File: src/rtl/lock_access_ctrl_if.sv
// rtl/lock_access_ctrl_if.sv - keypad, password-update and status signal bundle for the lock controller
interface lock_access_ctrl_if #(
    parameter int DIGITS = 3
);
    logic                  digit_valid;
    logic [3:0]            digit;
    logic                  enter;
    logic                  clear;
    logic                  set_req;
    logic [4*DIGITS-1:0]   new_pass;
    logic                  access;
    logic                  alarm;
    logic                  lockout;
    logic [1:0]            fail_cnt;
    logic [1:0]            digit_cnt;
    logic                  pass_updated;

    modport master (
        output digit_valid, digit, enter, clear, set_req, new_pass,
        input  access, alarm, lockout, fail_cnt, digit_cnt, pass_updated
    );

    modport slave (
        input  digit_valid, digit, enter, clear, set_req, new_pass,
        output access, alarm, lockout, fail_cnt, digit_cnt, pass_updated
    );
endinterface

File: src/rtl/lock_access_ctrl.sv
// rtl/lock_access_ctrl.sv - keypad entry/check/open/lockout FSM; ALARM_LATCH_EN keeps alarm set after lockout
module lock_access_ctrl #(
    parameter int          DIGITS       = 3,
    parameter int          MAX_FAIL     = 3,
    parameter int          OPEN_CYCLES  = 16,
    parameter int          LOCK_CYCLES  = 64,
    parameter logic [11:0] DEFAULT_PASS = 12'h000
) (
    input  logic                clk,
    input  logic                Reset,
    lock_access_ctrl_if.slave   bus
);
    localparam int PW = 4 * DIGITS;
    localparam int TW = $clog2(OPEN_CYCLES > LOCK_CYCLES ? OPEN_CYCLES : LOCK_CYCLES);

    typedef enum logic [2:0] {
        S_IDLE,
        S_ENTRY,
        S_CHECK,
        S_OPEN,
        S_LOCKOUT
    } state_t;

    state_t          state;
    logic [PW-1:0]   entry_buf;
    logic [PW-1:0]   stored_pass;
    logic [TW-1:0]   timer;
    logic [1:0]      digit_cnt;
    logic [1:0]      fail_cnt;
    logic            access;
    logic            alarm;
    logic            lockout;
    logic            pass_updated;
    logic            match;

    // Short entries never match, even if the partial buffer happens to equal the password.
    assign match = (digit_cnt == 2'(DIGITS)) && (entry_buf == stored_pass);

    always_ff @(posedge clk) begin
        if (Reset) begin
            state        <= S_IDLE;
            entry_buf    <= '0;
            stored_pass  <= PW'(DEFAULT_PASS);
            timer        <= '0;
            digit_cnt    <= '0;
            fail_cnt     <= '0;
            access       <= 1'b0;
            alarm        <= 1'b0;
            lockout      <= 1'b0;
            pass_updated <= 1'b0;
        end else begin
            pass_updated <= 1'b0;
            case (state)
                S_IDLE, S_ENTRY: begin
                    if (bus.clear) begin
                        entry_buf <= '0;
                        digit_cnt <= '0;
                        state     <= S_IDLE;
                    end else if (bus.enter) begin
                        state <= S_CHECK;
                    end else if (bus.digit_valid && (digit_cnt < 2'(DIGITS))) begin
                        entry_buf <= {entry_buf[PW-5:0], bus.digit};
                        digit_cnt <= digit_cnt + 2'd1;
                        state     <= S_ENTRY;
                    end
                end
                S_CHECK: begin
                    entry_buf <= '0;
                    digit_cnt <= '0;
                    if (match) begin
                        state    <= S_OPEN;
                        fail_cnt <= '0;
                        access   <= 1'b1;
                        timer    <= TW'(OPEN_CYCLES - 1);
                    end else if ((int'(fail_cnt) + 1) < MAX_FAIL) begin
                        state    <= S_IDLE;
                        fail_cnt <= fail_cnt + 2'd1;
                    end else begin
                        state    <= S_LOCKOUT;
                        fail_cnt <= 2'(MAX_FAIL);
                        alarm    <= 1'b1;
                        lockout  <= 1'b1;
                        timer    <= TW'(LOCK_CYCLES - 1);
                    end
                end
                S_OPEN: begin
                    // Password change and early relock are independent and may land together.
                    if (bus.set_req) begin
                        stored_pass  <= bus.new_pass;
                        pass_updated <= 1'b1;
                    end
                    if (bus.enter || (timer == '0)) begin
                        state  <= S_IDLE;
                        access <= 1'b0;
                    end else begin
                        timer <= timer - TW'(1);
                    end
                end
                S_LOCKOUT: begin
                    if (timer == '0) begin
                        state    <= S_IDLE;
                        lockout  <= 1'b0;
                        fail_cnt <= '0;
`ifdef ALARM_LATCH_EN
                        alarm    <= 1'b1;
`else
                        alarm    <= 1'b0;
`endif
                    end else begin
                        timer <= timer - TW'(1);
                    end
                end
                default: state <= S_IDLE;
            endcase
        end
    end

    assign bus.access       = access;
    assign bus.alarm        = alarm;
    assign bus.lockout      = lockout;
    assign bus.fail_cnt     = fail_cnt;
    assign bus.digit_cnt    = digit_cnt;
    assign bus.pass_updated = pass_updated;
endmodule

File: src/flat_wrapper.sv
// flat-port wrapper written by rule: the top's interface ports become plain ports
module lock_access_ctrl_flat 
#(
    parameter int          DIGITS       = 3,
    parameter int          MAX_FAIL     = 3,
    parameter int          OPEN_CYCLES  = 16,
    parameter int          LOCK_CYCLES  = 64,
    parameter logic [11:0] DEFAULT_PASS = 12'h000
)
  (clk, Reset, bus_digit_valid, bus_digit, bus_enter, bus_clear, bus_set_req, bus_new_pass, bus_access, bus_alarm, bus_lockout, bus_fail_cnt, bus_digit_cnt, bus_pass_updated);
  lock_access_ctrl_if #(.DIGITS(DIGITS)) bus_i ();
  input  logic clk;
  input  logic Reset;
  input wire logic [$bits(bus_i.digit_valid)-1:0] bus_digit_valid;
  input wire logic [$bits(bus_i.digit)-1:0] bus_digit;
  input wire logic [$bits(bus_i.enter)-1:0] bus_enter;
  input wire logic [$bits(bus_i.clear)-1:0] bus_clear;
  input wire logic [$bits(bus_i.set_req)-1:0] bus_set_req;
  input wire logic [$bits(bus_i.new_pass)-1:0] bus_new_pass;
  output wire logic [$bits(bus_i.access)-1:0] bus_access;
  output wire logic [$bits(bus_i.alarm)-1:0] bus_alarm;
  output wire logic [$bits(bus_i.lockout)-1:0] bus_lockout;
  output wire logic [$bits(bus_i.fail_cnt)-1:0] bus_fail_cnt;
  output wire logic [$bits(bus_i.digit_cnt)-1:0] bus_digit_cnt;
  output wire logic [$bits(bus_i.pass_updated)-1:0] bus_pass_updated;
  assign bus_i.digit_valid = bus_digit_valid;
  assign bus_i.digit = bus_digit;
  assign bus_i.enter = bus_enter;
  assign bus_i.clear = bus_clear;
  assign bus_i.set_req = bus_set_req;
  assign bus_i.new_pass = bus_new_pass;
  assign bus_access = bus_i.access;
  assign bus_alarm = bus_i.alarm;
  assign bus_lockout = bus_i.lockout;
  assign bus_fail_cnt = bus_i.fail_cnt;
  assign bus_digit_cnt = bus_i.digit_cnt;
  assign bus_pass_updated = bus_i.pass_updated;
  lock_access_ctrl #(.DIGITS(DIGITS), .MAX_FAIL(MAX_FAIL), .OPEN_CYCLES(OPEN_CYCLES), .LOCK_CYCLES(LOCK_CYCLES), .DEFAULT_PASS(DEFAULT_PASS)) u_core (.clk(clk), .Reset(Reset), .bus(bus_i));
endmodule
File: config.mk
export PLATFORM = sky130hd
export DESIGN_NAME = lock_access_ctrl_flat
export DESIGN_NICKNAME = d
export VERILOG_FILES = /design/src/rtl/lock_access_ctrl_if.sv /design/src/rtl/lock_access_ctrl.sv /design/src/flat_wrapper.sv
export SDC_FILE = /design/constraint.sdc
export NUM_CORES = 1
export LEC_CHECK = 0
export CORE_MARGIN = 5
export CORE_UTILIZATION = 57
export CTS_CLUSTER_DIAMETER = 60
export CTS_CLUSTER_SIZE = 25
export DETAILED_ROUTE_END_ITERATION = 16
export PLACE_DENSITY_LB_ADDON = 0.25
export SLEW_MARGIN = 0
export SYNTH_ARGS = -nofsm -noshare
export SYNTH_HDL_FRONTEND = slang
export SYNTH_SLANG_ARGS = --single-unit
export TNS_END_PERCENT = 50
File: constraint.sdc
create_clock -name clk -period 3.9 [get_ports clk]
set_input_delay 0.78 -clock clk [delete_from_list [all_inputs] [get_ports clk]]
set_output_delay 0.78 -clock clk [all_outputs]
set_load 0.05 [all_outputs]
# == Yosys cells after proc, flatten, opt, wreduce, memory -nomap -nowiden ==
# Cells that the tools add are included.
# totals
wordCells,84
regBits,40
in_bits,22
out_inout_bits,8
# op_classes
bitwise,1
mux,33
add_sub_neg,4
order_cmp,2
reduce_logical,18
n_eq_ne,17
# ops
op,count
$mux 12,3
$lt 32x3->1 const B,1
$mux 6,4
$pmux 12 s2,1
$mux 3,7
$pmux 6 s3,1
$eq 12x12->1,1
$mux 2,6
$pmux 3 s4,1
$reduce_and 3->1,3
$ne 2x2->1 const B,4
$pmux 2 s2,2
$reduce_and 4->1,2
$eq 3x2->1 const B,2
$logic_not 6->1,1
$mux 1,6
$ne 2x1->1 const B,3
$ne 3x2->1 const B,2
$reduce_bool 2->1,3
$sub 6x1->6 const B,1
$add 2x1->2 const B,2
$ne 4x3->1 const B,1
$pmux 1 s2,2
$reduce_and 2->1,2
12 further kinds,14

# == Depth between registers and ports, before layout ==
# Gate-level depths: netlist of the first run.
# depth
word_depth,6
ltp_mapped,7
mapped_depth_nobuf,7

# == Worst setup path after synthesis of the first run ==
# No wires, ideal clock.
# synth_timing
path_type,reg-to-reg
start,reg u_core.digit_cnt[0] (netlist: u_core.bus.digit_cnt[0])
end,reg u_core.entry_buf[4]
period_less_slack_ns,1.833
t_required_ns,3.829
n_path_buf,1
path_slack_ns,2.067
stages_incl_launch_ff,8
setup_time_ns,0.071
t_arrival_ns,1.763
cell_sequence,dfxtp_1 ha_1 nor3b_1 nor3_1 a211oi_2 buf_2 nand3_1 a21oi_1
# synth_via
elab_chain_cells,4
# synth_lines
element,line,rtl
"start, declared",lock_access_ctrl.sv:28,logic [1:0] digit_cnt;
"start signal, assigned",lock_access_ctrl.sv:63,digit_cnt <= digit_cnt + 2'd1;
$lt 2x2->1,lock_access_ctrl.sv:61,end else if (bus.digit_valid && (digit_cnt < 2'(DIGITS))) begin
$logic_and 1x1->1,lock_access_ctrl.sv:61,
$ne 3x2->1 (no source line),--,
$reduce_and 3->1 (no source line),--,
"end signal, assigned",lock_access_ctrl.sv:62,"entry_buf <= {entry_buf[PW-5:0], bus.digit};"
"end, declared",lock_access_ctrl.sv:25,logic [PW-1:0] entry_buf;
# Every way passes these cells.
# A chain may end at the register's enable or synchronous reset.

# == Worst setup path after layout of the first run ==
# layout_timing
start,in bus_enter
end,reg u_core.entry_buf[9]
# layout_via
elab_chain_cells,2
# layout_lines
element,line,rtl
"start, declared",flat_wrapper.sv:16,input wire logic [$bits(bus_i.enter)-1:0] bus_enter;
$ne 3x3->1 (no source line),--,
$reduce_and 3->1 (no source line),--,
# Every way passes these cells.

==> out/results.ini, run 1 <==
[min_path]
worstHoldPathCells = 2
hold_class = flip-flop to flip-flop

[yosys]
yosysMostFrequentCell = nand2_1
ys_types = 48
yosysWarnings = 0
synth_fp_nets = 267
ys_top_cells_by_count = nand2_1, dfxtp_1, a21oi_1, nor2_1, nand3_1
synthFlopType = dfxtp_1
ys_seq_area_share_pct = 39.8
yosys_register_bits = 40
async_reset_ff_share_pct = 0
syn_avg_cell_area_sq_um = 8.32
synth_edf_count = 0
ys_top_cells_by_area = dfxtp_1, nand2_1, a21oi_1, xor2_1, nand3_1
synth_area_sq_um = 2010
syn_inst = 242
yosysTopAreaCellShare_pct = 39.8
synth_top_cell_by_area = dfxtp_1

[die]
die_w_um = 69.5
die_y_um = 69.5
ioPinCount = 30
core_sq_um = 3390
dieArea_sq_um = 4820
start_util_pct = 59.4
row_count = 21

[timing]
rsz0062_at_grt = false
worst_slew_pin_slew_ns = 0.907
worst_slack_ns = 1.37
relSlewSlack_pct = 39.3
fmax_ghz = 0.395
finalCritPeriodShare_pct = 64.9
setup_viol = 0
clock-skew-final_ns = 0.0200
setup_tns_ns = 0
drv_slew = 0
finalHoldViolCount = 0
fin_crit_ns = 2.53

[global_route]
grt_max_degree = 26
grt_overflow = 0
grt_pass1_vias = 1618
grt_pass1_wl_um = 7890
grt.total_usage_pct = 19.7
antenna_found_initial = 0

[routing]
ant_nets = 0
drt-total-wl_um = 4550
wire_per_inst_um = 14.6
first_pass_iters = 5
drc_errors = 0
drt_iter0_drc = 206
vias = 1793
vias_per_cell = 5.75

[critical_path]
path_class = primary input to flip-flop
cp.arrival_ns = 2.82
cp-start-kind = primary input
cp_max_fo = 14
crit_path_end_kind = flip-flop
timing.critical_path.cells = clkdlybuf4s50_1, nor3b_1, nor3_1, a211oi_2, nand3_1, a21oi_1
max_stage_delay_ns = 0.79
cp_slowest_cell = a211oi_2
r2r_cells = 6
critical_path_required_ns = 4.18

[layout]
diodes = 0
fin_nets = 290
final_area_sq_um = 2380
nFillCells = 246
multi_input_area_sq_um = 1120
drive_gt1_share_pct = 9.40
area.sequential_sq_um = 801
area_growth_pct = 18.2

[place]
place_ws_ns = 1.13
place.port_buffers = 29
dp_hpwl_um = 3150
placed_cell_area_sq_um = 2300
place.gp.congestion = 0.862

[power_and_ir_drop]
p_leak_nw = 0.886
p_per_area_nw_per_um2 = 356
ir_drop_mv = 0.226

[clock_tree]
cts_tree = done
numCtsBuffers = 5
h-tree-depth = 2
cts_setup_buffers = 0
ctsLongestPathBuffers = 2
clkLatencyLatePin_ns = 0.36
cts_resized = 0
clk_pin_slew_ns = 0.15
postCtsHoldBufs = 0
cts-root-buf = clkbuf_4
cts_sinks = 40

[status]
status = completed

[job]
max-cap-violations = 0

-- cell usage in the layout (no fill, tap or decap), drive strengths merged, types with 5 or more instances in the layout --
cell / netlist / final
nand2: 44 / 44
dfxtp: 40 / 40
a21oi: 30 / 30
clkdlybuf4s50: 0 / 29
nor2: 17 / 17
nand3: 13 / 13
xor2: 12 / 12
a211oi: 11 / 11
inv: 6 / 7
nor3: 5 / 5
o21ai: 5 / 5
clkbuf: 5 / 5
nor4: 5 / 5
-- metrics by stage --
step / util, % / hold WS (ns) / cells / power, mW
floorplan: - / 0.443 / 242 / 0.525
detailed placement: 67.8 / 0.461 / 304 / 0.567
global placement: 67.8 / 0.456 / 304 / 0.566
finish: 70.2 / 0.475 / 312 / 0.849
global route: 70.2 / 0.500 / 312 / 0.881
CTS: 70.2 / 0.477 / 312 / 0.850
-- layout make-up --
class,instances,area share (%)
clock buffer,5,1.58
clock inverter,3,1.94
inverter,6,0.946
multi-input combinational,182,47.0
sequential,40,33.6
tap,46,2.42
timing repair buffer,30,12.5
-- routing by layer --
| metal | vias to the layer above | global-route usage, % | part of all wire, % |
|---|---|---|---|
| met3 | 6 | 7.39 | 7.0 |
| met2 | 70 | 25.8 | 42 |
| li1 | 894 | - | - |
| met5 | - | 0 | 0 |
| met4 | 0 | 6.51 | 0.90 |
| met1 | 823 | 29.1 | 50 |
-- worst max-delay path: cells and delay by family --
family	cells	cell delay, ns
and+or+nand+nor	3	0.54
AOI/OAI and AO/OA	2	0.99
buffers and inverters	1	0.50
-- path summary, 6_finish.rpt --
| kind | end | start | slack (ns) |
|---|---|---|---|
| hold reg to reg | u_core.entry_buf[11] | u_core.entry_buf[11] | 0.47 |
| hold / removal | u_core.entry_buf[11] | u_core.entry_buf[11] | 0.47 |
| setup / recovery | u_core.entry_buf[9] | bus_enter | 1.37 |
| setup reg to reg | u_core.entry_buf[9] | u_core.bus.digit_cnt[1] | 1.74 |
-- flip-flops by register name (all words and copies together) (netlist names) --
signal                   cells
u_core.stored_pass          12
u_core.timer                 6
u_core.state                 3
u_core.bus.alarm             1
u_core.entry_buf            12
u_core.bus.digit_cnt         2
u_core.bus.pass_updated      1
u_core.bus.access            1
u_core.bus.fail_cnt          2
-- power by group --
group          switching (mW)  internal (mW)  leakage (nW)
Combinational          0.0697         0.0553         0.520
Clock                   0.151          0.137        0.0418
Sequential             0.0154          0.420         0.324
Total                   0.237          0.612         0.886
-- kinds of logic after synthesis --
group                    Yosys count  share of synthesized area [%]
flip-flops                        40                           39.8
AO/OA/AOI/OAI                     66                           22.5
adder cells (fa/ha/maj)            3                           1.86
AND/OR/NAND/NOR                  101                           26.0
XOR/XNOR                          12                           5.22
buffers and inverters             20                           4.72
Power figures use the tool's default switching activity.
==> run 2, diff against run 1 <==
--- a/config.mk
+++ b/config.mk
@@ -6,7 +6,7 @@
 export NUM_CORES = 1
 export LEC_CHECK = 0
 export CORE_MARGIN = 5
-export CORE_UTILIZATION = 57
+export CORE_UTILIZATION = 53
 export CTS_CLUSTER_DIAMETER = 60
 export CTS_CLUSTER_SIZE = 25
 export DETAILED_ROUTE_END_ITERATION = 16
==> constraint.sdc (replaced) <==
create_clock -name clk -period 2.4 [get_ports clk]
set_input_delay 0.48 -clock clk [delete_from_list [all_inputs] [get_ports clk]]
set_output_delay 0.48 -clock clk [all_outputs]
set_load 0.05 [all_outputs]
==> out/results.ini, run 2 (synthesized netlist as in run 1, its figures left out) <==
[status]
status = completed

[critical_path]
cp_slowest_cell = clkdlybuf4s50_1
timing.critical_path.cells = clkdlybuf4s50_1
max_stage_delay_ns = 0.84  ; +0.05 ns
path_class = flip-flop to output pin
cp_max_fo = 6  ; -8
critPathTopFamily = buffers and inverters
r2r_cells = 5  ; -1
cp.depth = 1  ; -5
cp.arrival_ns = 1.58  ; -1.24 ns
cp-start-kind = flip-flop
cp.buffers_inverters = 1  ; unchanged
crit_path_end_kind = output pin
critical_path_required_ns = 1.92  ; -2.26 ns

[global_route]
grt.total_usage_pct = 18.3  ; -1.4 points
grt.busiest_layer = met1
grt_pass1_wl_um = 7620  ; -3.5%
use_met3_pct = 4.77  ; -2.6 points
antenna_found_initial = 0  ; unchanged
grt_overflow = 0  ; unchanged
grt_pass1_vias = 1592  ; -1.6%
grtUsageMet1_pct = 26.4  ; -2.8 points
met2_usage_pct = 25.6  ; -0.24 points
grt_max_degree = 31  ; +19%

[min_path]
hold_class = flip-flop to flip-flop
worstHoldPathCells = 2  ; unchanged

[power_and_ir_drop]
p_per_area_nw_per_um2 = 607  ; +70%
comb_power_share_pct = 14.0  ; -0.7 points
power.share.switching_pct = 26.5  ; -1.4 points
switchingPower_uw = 393  ; +66%
p_leak_nw = 0.913  ; +3.0%
p_int_mw = 1.09  ; +78%
ir_drop_mv = 0.353  ; +57%
seqPwrFrac_pct = 47.7  ; -3.6 points
p_clk_share_pct = 38.4  ; +4.4 points
power_mw = 1.48  ; +75%

[timing]
fmax_ghz = 0.485
clock-skew-final_ns = 0.00584  ; -0.0142 ns
fin_crit_ns = 2.06
rsz0062_at_grt = false
setup_viol = 0  ; unchanged
setup_tns_ns = 0  ; unchanged
relSlewSlack_pct = 65.3  ; +26 points
drv_slew = 0  ; unchanged
finalCritPeriodShare_pct = 85.8
finalHoldViolCount = 0  ; unchanged
worst_slew_pin_slew_ns = 0.520  ; -0.387 ns

[routing]
drt_iter0_drc = 218  ; +5.8%
wire_per_inst_um = 13.8  ; -5.3%
vias = 1763  ; -1.7%
drt-total-wl_um = 4360  ; -4.1%
first_pass_iters = 4  ; -1
ant_nets = 0  ; unchanged
drc_errors = 0  ; unchanged
vias_per_cell = 5.58  ; -2.9%

[layout]
layout_common_cells = nand2_1, dfxtp_1, a21oi_1, clkdlybuf4s50_1, nor2_1
drive_gt1_share_pct = 10.1  ; +0.68 points
fin_nets = 292  ; +0.69%
mostFrequentLayoutCell = nand2_1
reg.largest.list = u_core.entry_buf x12, u_core.stored_pass x12, u_core.timer x6
area_growth_pct = 21.2
diodes = 0  ; unchanged

[die]
core_sq_um = 3660  ; +8.0%
row_count = 22  ; +4.8%
dieArea_sq_um = 5130  ; +6.4%
die_y_um = 71.7  ; +3.2%
start_util_pct = 55.0  ; -4.4 points
die_w_um = 71.7  ; +3.2%
ioPinCount = 30  ; unchanged

[clock_tree]
cts-root-buf = clkbuf_8
cts_resized = 0  ; unchanged
h-tree-depth = 2  ; unchanged
cts_setup_buffers = 0  ; unchanged
clkLatencyLatePin_ns = 0.30  ; -0.06 ns
clk_pin_slew_ns = 0.08  ; -0.07 ns
postCtsHoldBufs = 0  ; unchanged
cts_sinks = 40  ; unchanged
numCtsBuffers = 5  ; unchanged
ctsLongestPathBuffers = 2  ; unchanged
cts_tree = done

[place]
dp_hpwl_um = 3090  ; -2.2%
place.port_buffers = 29  ; unchanged
place.gp.congestion = 0.877  ; +1.7%

[job]
max-cap-violations = 0  ; unchanged

==> run 2: changes by cell type in the layout (fill, tap and decap cells not counted) <==
cell and delta:
clkbuf_4 -5, clkbuf_8 +5, buf_12 +1, buf_4 +1
==> run 2: path summary, 6_finish.rpt <==
check	end	start	slack, ns
worst max-delay path	bus_fail_cnt[1]	u_core.bus.fail_cnt[1]	0.34
worst min register to register	u_core.stored_pass[9]	u_core.stored_pass[9]	0.47
worst max register to register	u_core.timer[4]	u_core.state[1]	0.46
worst min-delay path	u_core.stored_pass[9]	u_core.stored_pass[9]	0.47
==> run 2: power groups by stage <==
stage	combinational (mW)	clock, mW	sequential [mW]
CTS	0.206	0.580	0.706
global placement	0.203	0	0.722
global route	0.228	0.616	0.710
floorplan	0.126	0	0.727
finish	0.207	0.569	0.707
detailed placement	0.205	0	0.722
==> run 2: metrics by stage <==
| step | worst slack [ns] | cells | util (%) | area (sq um) | hold slack (ns) |
|---|---|---|---|---|---|
| final | 0.340 | 316 | 66.7 | 2440 | 0.467 |
| after global routing | 0.276 | 316 | 66.7 | 2440 | 0.483 |
| after CTS | 0.336 | 316 | 66.7 | 2440 | 0.469 |
| after detailed placement | 0.290 | 308 | 63.6 | 2330 | 0.458 |
| after global placement | 0.329 | 308 | 63.6 | 2330 | 0.454 |
| after floorplan | 0.567 | 242 | - | 2010 | 0.443 |
==> run 2: final cells by class <==
| class | instances | area (sq um) |
|---|---|---|
| clock buffers | 5 | 68.8 |
| clock inverters | 3 | 46.3 |
| fillers | 324 | 1220 |
| inverters | 6 | 22.5 |
| multi-input cells | 182 | 1120 |
| flip-flops and latches | 40 | 801 |
| well taps | 48 | 60.1 |
| repair buffers | 32 | 325 |
==> run 2: routing by layer <==
| metal | vias up | wire length [um] |
|---|---|---|
| met2 | 51 | 1860 |
| met3 | 8 | 286 |
| met4 | 0 | 80 |
| met1 | 801 | 2140 |
| met5 | - | 0 |
| li1 | 903 | - |
==> run 2: tightest hold or removal path, cell delays in order (launching register included) <==
cell	delay, ns
dfxtp_1	0.32
nand2_1	0.05
a21oi_1	0.05
